--- src/rtl/sram_track_sched.sv ---
// sram_track_sched: per-frame SRAM scheduler for two-track playback (read T1, read T2, optional overdub write).
module sram_track_sched #(
  parameter int AW      = 18,
  parameter int DW      = 16,
  parameter int ACC_CYC = 2
) (
  input  logic          iCLK,
  input  logic          iRST_N,
  input  logic          iFRAME,
  input  logic          iRUN,
  input  logic          iLOOP,
  input  logic          iREC_EN,
  input  logic          iREC_TRK,
  input  logic [DW-1:0] iREC_DATA,
  input  logic [AW-1:0] iT1_BASE,
  input  logic [AW-1:0] iT2_BASE,
  input  logic [AW-1:0] iT1_LEN,
  input  logic [AW-1:0] iT2_LEN,
  input  logic [DW-1:0] iSRAM_DQ,
  output logic [AW-1:0] oSRAM_ADDR,
  output logic [DW-1:0] oSRAM_DQ,
  output logic          oSRAM_DQ_OE,
  output logic          oSRAM_WE_N,
  output logic          oSRAM_OE_N,
  output logic [DW-1:0] oT1_DATA,
  output logic [DW-1:0] oT2_DATA,
  output logic          oDATA_VALID,
  output logic          oBUSY,
  output logic          oDONE,
  output logic          oOVERRUN
);
  localparam int CW = $clog2(ACC_CYC);
  localparam logic [CW-1:0] LAST = CW'(ACC_CYC - 1);
  typedef enum logic [2:0] {IDLE, RD1, RD2, WR, ADV} state_t;
  state_t state, nxt;
  logic [CW-1:0] cnt;
  logic [AW-1:0] ptr1, ptr2, b1, b2, l1, l2;
  logic [DW-1:0] rec_data, sh1, sh2, rd1, rd2;
  logic done1, done2, rec_en, rec_trk, act1, act2, last_cnt, wr_go, end1, end2;
  assign act1 = (l1 != '0) && !done1;
  assign act2 = (l2 != '0) && !done2;
  assign last_cnt = cnt == LAST;
  assign wr_go = rec_en && (rec_trk ? act2 : act1);
  assign rd1 = act1 ? iSRAM_DQ : '0;
  assign rd2 = act2 ? iSRAM_DQ : '0;
  // end compare at AW+1 bits so base+len reaching 2^AW does not alias
  assign end1 = {1'b0, ptr1} == {1'b0, b1} + {1'b0, l1} - (AW+1)'(1);
  assign end2 = {1'b0, ptr2} == {1'b0, b2} + {1'b0, l2} - (AW+1)'(1);
  assign oSRAM_DQ = rec_data;
  assign oBUSY = state != IDLE;
  assign oDATA_VALID = state == ADV;
  assign oDONE = ((l1 != '0) || (l2 != '0)) && ((l1 == '0) || done1) && ((l2 == '0) || done2);
  always_comb begin
    nxt = state;
    oSRAM_ADDR = '0;
    oSRAM_OE_N = 1'b1;
    oSRAM_WE_N = 1'b1;
    oSRAM_DQ_OE = 1'b0;
    case (state)
      IDLE: nxt = (iFRAME && iRUN) ? RD1 : IDLE;
      RD1: begin
        oSRAM_ADDR = ptr1;
        oSRAM_OE_N = !act1;
        nxt = (!act1 || last_cnt) ? RD2 : RD1;
      end
      RD2: begin
        oSRAM_ADDR = ptr2;
        oSRAM_OE_N = !act2;
        nxt = (!act2 || last_cnt) ? (wr_go ? WR : ADV) : RD2;
      end
      WR: begin
        oSRAM_ADDR = rec_trk ? ptr2 : ptr1;
        oSRAM_DQ_OE = 1'b1;
        oSRAM_WE_N = last_cnt;
        nxt = last_cnt ? ADV : WR;
      end
      default: nxt = IDLE;
    endcase
  end
  always_ff @(posedge iCLK or negedge iRST_N) begin
    if (!iRST_N) begin
      state <= IDLE;
      cnt <= '0;
      ptr1 <= '0;
      ptr2 <= '0;
      b1 <= '0;
      b2 <= '0;
      l1 <= '0;
      l2 <= '0;
      done1 <= 1'b0;
      done2 <= 1'b0;
      rec_en <= 1'b0;
      rec_trk <= 1'b0;
      rec_data <= '0;
      sh1 <= '0;
      sh2 <= '0;
      oT1_DATA <= '0;
      oT2_DATA <= '0;
      oOVERRUN <= 1'b0;
    end else begin
      state <= nxt;
      cnt <= (nxt != state) ? '0 : cnt + CW'(1);
      oOVERRUN <= iFRAME && (state != IDLE);
      if (state == IDLE && iFRAME && iRUN) begin
        rec_data <= iREC_DATA;
        rec_en <= iREC_EN;
        rec_trk <= iREC_TRK;
      end
      // geometry is latched on rewind so mid-run register writes cannot corrupt the walk
      if (state == IDLE && !iRUN) begin
        ptr1 <= iT1_BASE;
        ptr2 <= iT2_BASE;
        b1 <= iT1_BASE;
        b2 <= iT2_BASE;
        l1 <= iT1_LEN;
        l2 <= iT2_LEN;
        done1 <= 1'b0;
        done2 <= 1'b0;
      end
      if (state == RD1 && nxt != RD1) sh1 <= rd1;
      if (state == RD2 && nxt != RD2) sh2 <= rd2;
      if (nxt == ADV) begin
        oT1_DATA <= sh1;
        oT2_DATA <= (state == RD2) ? rd2 : sh2;
      end
      if (state == ADV && act1) begin
        ptr1 <= end1 ? (iLOOP ? b1 : ptr1) : ptr1 + AW'(1);
        done1 <= end1 && !iLOOP;
      end
      if (state == ADV && act2) begin
        ptr2 <= end2 ? (iLOOP ? b2 : ptr2) : ptr2 + AW'(1);
        done2 <= end2 && !iLOOP;
      end
    end
  end
endmodule
--- config.mk ---
export PLATFORM = sky130hd
export DESIGN_NAME = sram_track_sched
export DESIGN_NICKNAME = d
export VERILOG_FILES = /design/src/rtl/sram_track_sched.sv
export SDC_FILE = /design/constraint.sdc
export NUM_CORES = 1
export LEC_CHECK = 0
export BUFFER_PORTS_ARGS = -buffer_cell sky130_fd_sc_hd__buf_2
export CAP_MARGIN = 30
export CORE_MARGIN = 2
export CORE_UTILIZATION = 36
export CTS_CLUSTER_DIAMETER = 200
export DETAILED_ROUTE_END_ITERATION = 12
export HOLD_SLACK_MARGIN = 0.08
export PLACE_DENSITY_LB_ADDON = 0.12
export SKIP_CTS_REPAIR_TIMING = 1
export SLEW_MARGIN = 40
export SYNTH_ARGS = -nofsm -noshare
export SYNTH_HDL_FRONTEND = slang
export SYNTH_SLANG_ARGS = --single-unit
--- constraint.sdc ---
create_clock -name iCLK -period 10.2 [get_ports iCLK]
set_input_delay 0.51 -clock iCLK [delete_from_list [all_inputs] [get_ports iCLK]]
set_output_delay 0.51 -clock iCLK [all_outputs]
set_load 0.005 [all_outputs]
Yosys cells after proc, flatten, opt, wreduce, memory -nomap -nowiden

Cells that the tools add are included.

Flip-flop bits (word level): 197
Bits of input ports: 111
Word-level logic and storage cells: 101

$add $sub $neg: 7
Equality and inequality tests: 12
Muxes and demuxes: 27
Reductions and logical operators: 37

Operators by type and width:

| kind                                                                    | number |
|---|---|
| 18-bit two-way mux                                                      | 9 |
| 18-bit case mux with 3 select lines                                     | 1 |
| 16-bit two-way mux                                                      | 3 |
| 18-bit by 18-bit adder with 19-bit output                               | 2 |
| 18-bit by 19-bit equality test with 1-bit output                        | 2 |
| 19-bit by 1-bit subtractor with 19-bit output, second input constant    | 2 |
| 18-bit by 1-bit adder with 18-bit output, second input constant         | 2 |
| 18-bit zero test                                                        | 2 |
| 18-bit nonzero test                                                     | 2 |
| 1-bit logical AND                                                       | 16 |
| 3-bit case mux with 4 select lines                                      | 1 |
| 3-bit two-way mux                                                       | 3 |
| 1-bit two-way mux                                                       | 8 |
| 3-bit by 2-bit equality test with 1-bit output, second input constant   | 2 |
| 3-bit equality test, second input constant                              | 2 |
| 1-bit zero test                                                         | 6 |
| 3-bit inequality test, second input constant                            | 2 |
| 1-bit logical OR                                                        | 5 |
| 2-bit AND reduction                                                     | 2 |
| 2-bit nonzero test                                                      | 2 |
| 3-bit by 1-bit equality test with 1-bit output, second input constant   | 1 |
| 3-bit zero test                                                         | 1 |
| 3-bit by 1-bit inequality test with 1-bit output, second input constant | 1 |
| 3-bit by 2-bit inequality test with 1-bit output, second input constant | 1 |
| other kinds (5)                                                         | 5 |

Longest topological paths before layout

Depth in word-level cells: 9
Mapped depth: 16
Depth with buffers taken out: 14

Worst setup path after synthesis

OpenSTA, ideal clock, no wires.

Kind: register to register
Start point: register l1[1]
End point: register ptr1[11]
Setup time: 121 ps
Data arrival time: 3820 ps
Data required time: 10079 ps
Path slack: 6259 ps
Cell stages (with the launch flop): 16
Path through: dfrtp_1 inv_1 ha_1 inv_1 ha_1 fa_1 a21o_1 a221oi_2 nor3_1 o2bb2ai_1 or4_1 a2111o_1 or3_1 buf_2 mux2_4 o22a_1

Word-level cells in the longest chain between the ends: 5

Ends and longest elaborated chain:

| element                                                                               | RTL line | RTL |
|---|---|---|
| start, declared                                                                       | 37       | `logic [AW-1:0] ptr1, ptr2, b1, b2, l1, l2;` |
| start signal, assigned                                                                | 115      | `l1 <= iT1_LEN;` |
| 18-bit by 18-bit adder with 19-bit output or 18-bit nonzero test (tied branches)      | 47, 40   |  |
| 19-bit by 1-bit subtractor with 19-bit output or 1-bit logical AND (tied branches)    | 47, 40   |  |
| 18-bit by 19-bit equality test with 1-bit output or 1-bit logical AND (tied branches) | 47, 126  |  |
| 3-bit inequality test (no source line) (tied with other cells)                        | n/a      |  |
| 2-bit AND reduction (no source line) or 18-bit two-way mux (tied branches)            | n/a      |  |
| end signal, assigned                                                                  | 111      | `ptr1 <= iT1_BASE;` |
| end signal, assigned                                                                  | 127      | `ptr1 <= end1 ? (iLOOP ? b1 : ptr1) : ptr1 + AW'(1);` |
| end, declared                                                                         | 37       |  |

Several ways; a longest one is shown, not always the timed one.
A chain may end at the register's enable or synchronous reset.

Final worst setup path

Start point: register b1[1]
End point: register ptr1[7]

Word-level cells in the longest chain between the ends: 5

Ends and longest elaborated chain:

| element                                                                      | RTL line | RTL |
|---|---|---|
| start, declared                                                              | 37       |  |
| start signal, assigned                                                       | 113      | `b1 <= iT1_BASE;` |
| 18-bit by 18-bit adder with 19-bit output (*)                                | 47       | `assign end1 = {1'b0, ptr1} == {1'b0, b1} + {1'b0, l1} - (AW+1)'(1);` |
| 19-bit by 1-bit subtractor with 19-bit output (*)                            | 47       |  |
| 18-bit by 19-bit equality test with 1-bit output (*)                         | 47       |  |
| 3-bit inequality test (no source line) or 18-bit two-way mux (tied branches) | n/a      |  |
| 2-bit AND reduction (no source line) or 18-bit two-way mux (tied branches)   | n/a      |  |

Every way passes the cells marked *; elsewhere a longest branch is shown, timed or not.

==> impl_metrics.env <==
export IMPL_outcome="finished clean"
export IMPL_drv_slew=0
export IMPL_synth_seq_cells=197
export IMPL_hold_violations=0
export IMPL_start_util_pct=36.7
export IMPL_place_ws_ns=5.29
export IMPL_min_period_over_period_pct=46.8
export IMPL_relSlewSlack_pct=50.9
export IMPL_max_cap_violations=0
export IMPL_grt_ovfl_total=0
export IMPL_vias=10994
export IMPL_yosys_area_top_type="dfrtp_1"
export IMPL_synthFlopType="dfrtp_1"
export IMPL_nets=1802
export IMPL_cp_required_ns=10.55
export IMPL_period_minus_slack_ns=4.77
export IMPL_yosysMostFrequentCell="nand2_1"
export IMPL_fin_skew_ns=0.0165
export IMPL_synth_cell_type_count=76
export IMPL_track_usage_pct=21.6
export IMPL_port_buffers=183
export IMPL_synth_avg_cell_area_sq_um=8.57
export IMPL_ys_top_cells_by_count="nand2_1, dfrtp_1, inv_1, o21ai_0, a21oi_1"
export IMPL_ys_async_sr_fraction_pct=100
export IMPL_cp_slowest_cell="or3_2"
export IMPL_path_buf_inv=2
export IMPL_synth_top_area_share_pct=38.7
export IMPL_coreArea_sq_um=34700
export IMPL_seq_area_frac_synth_pct=38.7
export IMPL_fin_tns_setup_ns=0
export IMPL_yosysWarnings=0
export IMPL_core_rowCount=68
export IMPL_startpoint_type="register"
export IMPL_rsz0062_at_grt="false"
export IMPL_die_area_sq_um=36900
export IMPL_die_h_um=192
export IMPL_worstPathArrival_ns=5.12
export IMPL_clk_latency_ns=0.46
export IMPL_cts_buffer_depth=2
export IMPL_syn_inst=1487
export IMPL_numCtsBuffers=17
export IMPL_place_gp_congestion=0.901
export IMPL_fin_ws_ns=5.43
export IMPL_syn_num_nets=1672
export IMPL_fmax_ghz=0.210
export IMPL_synth_edf_count=0
export IMPL_grt_max_degree=85
export IMPL_max_stage_delay_ns=0.79
export IMPL_critPathKind="register to register"
export IMPL_wl_per_cell_um=18.8
export IMPL_syn_area_sq_um=12700
export IMPL_wl_um=39200
export IMPL_die_x_um=192
export IMPL_r2r_end="ptr1[7]"
export IMPL_hold_class="primary input to async pin"
export IMPL_grt_pass1_wl_um=61000
export IMPL_layout_drive_gt1_share_pct=19.1
export IMPL_r2r_cells=14
export IMPL_dp_hpwl_um=29700
export IMPL_cts_sinks=197
export IMPL_drt_iter0_markers=800
export IMPL_crit_chain="inv_1, ha_1, inv_1, ha_1, fa_1, a21o_1, a221oi_2, nor3_1, o2bb2ai_1, or4_1, a2111o_1, or3_2, mux2_4, o22a_1"
export IMPL_cts_htree_levels=4
export IMPL_r2r_start="b1[1]"
export IMPL_tightestPinTransition_ns=0.729
export IMPL_root_buffer="clkbuf_16"
export IMPL_r2r_setup_slack_ns=5.43
export IMPL_ant_nets=0
export IMPL_cp_max_fo=24
export IMPL_grt_pass1_vias=10599
export IMPL_syn2layout_area_growth_pct=15.3
export IMPL_crit_family="compound AO/OA/AOI/OAI gates"
export IMPL_path_clk_slew_ns=0.08
export IMPL_antenna_cells=0
export IMPL_antenna_found_initial=1
export IMPL_dr_pass1_iters=5
export IMPL_finalSetupViolCount=0
export IMPL_cts_tree="built"
export IMPL_endpoint_kind="register"
export IMPL_netlist_top_cells_area="dfrtp_1, ha_1, nand2_1"
export IMPL_drc_errors=0
export IMPL_via_per_inst=5.27
export IMPL_pin_count=184
[sequential cells by signal, indices dropped and copies added (netlist names)]
| register | count |
|---|---|
| b2 | 18 |
| l2 | 18 |
| l1 | 18 |
| done2 | 1 |
| oOVERRUN | 1 |
| sh2 | 16 |
| done1 | 1 |
| rec_trk | 1 |
| cnt | 1 |
| ptr1 | 18 |
| oT2_DATA | 16 |
| oSRAM_DQ | 16 |
| sh1 | 16 |
| state | 3 |
| rec_en | 1 |
| ptr2 | 18 |
| oT1_DATA | 16 |
| b1 | 18 |
[how the worst max path moves through the flow]
stage          startpoint        to  slack [ns]  depth (start not counted)
2_1_floorplan       l1[1]  ptr1[11]        6.26                         15
3_3_place_gp        b1[1]  ptr1[11]        5.35                         14
3_5_place_dp        b1[1]  ptr1[11]        5.29                         14
4_1_cts             b1[1]   ptr1[9]        5.26                         14
5_1_grt             l1[1]  ptr1[11]        5.25                         14
6_report            b1[1]   ptr1[7]        5.43                         14
[cell families (layout without fill, tap and decap cells)]
| group | after synthesis | count (layout) | share of synthesized area [%] |
|---|---|---|---|
| xor gates and xnor gates | 77 | 77 | 5.46 |
| and+or+nand+nor | 442 | 442 | 15.7 |
| muxes | 57 | 57 | 5.07 |
| DFF | 197 | 197 | 38.7 |
| buffers and inverters | 246 | 389 | 7.36 |
| AOI/OAI and AO/OA | 394 | 394 | 20.4 |
| adders and majority gates | 74 | 74 | 7.38 |
[cells in the final DEF, fill, tap and decap left out, drive strengths merged, types with 6 or more instances in the layout]
cell type,instances
a22o,19
clkbuf,20
nor2b,6
and2,10
o41ai,8
and3,21
o21a,10
nor4,12
nand4,18
o31ai,8
a2bb2oi,23
a211oi,12
nand2b,8
o22ai,22
ha,72
o21ai,123
nor2,80
a21o,10
inv,159
o211ai,14
o22a,10
dfrtp,197
nand3,39
a21oi,83
mux2,52
nand2,215
buf,201
and4,6
xor2,34
xnor2,42
nor3,12
[layout make-up]
| type | count | area (sq um) |
|---|---|---|
| multi-input combinational | 1044 | 6930 |
| clock buffer | 19 | 453 |
| sequential | 197 | 4930 |
| inverter | 155 | 582 |
| tap | 455 | 569 |
| fill | 3538 | 20000 |
| clock inverter | 13 | 165 |
| timing repair buffer | 202 | 1070 |
[metrics by stage]
stage / hold WS [ns] / util [%] / instance area, sq um / instances
2_1_floorplan: 0.214 / - / 12700 / 1487
3_3_place_gp: 0.447 / 40.5 / 14100 / 2052
3_5_place_dp: 0.452 / 40.5 / 14100 / 2052
4_1_cts: 0.101 / 42.3 / 14700 / 2084
5_1_grt: 0.108 / 42.4 / 14700 / 2085
6_report: 0.0720 / 42.4 / 14700 / 2085
[metal layers]
layer,GRT usage (%),up-vias,share of wire (%)
li1,-,5427,-
met3,3.34,32,4.5
met1,30.5,5286,47
met2,34.3,247,47
met5,0,-,0.031
met4,5.43,2,1.6
Power is not shown: default switching activity piles up to over one toggle a cycle in this logic, so the estimate is an artifact.
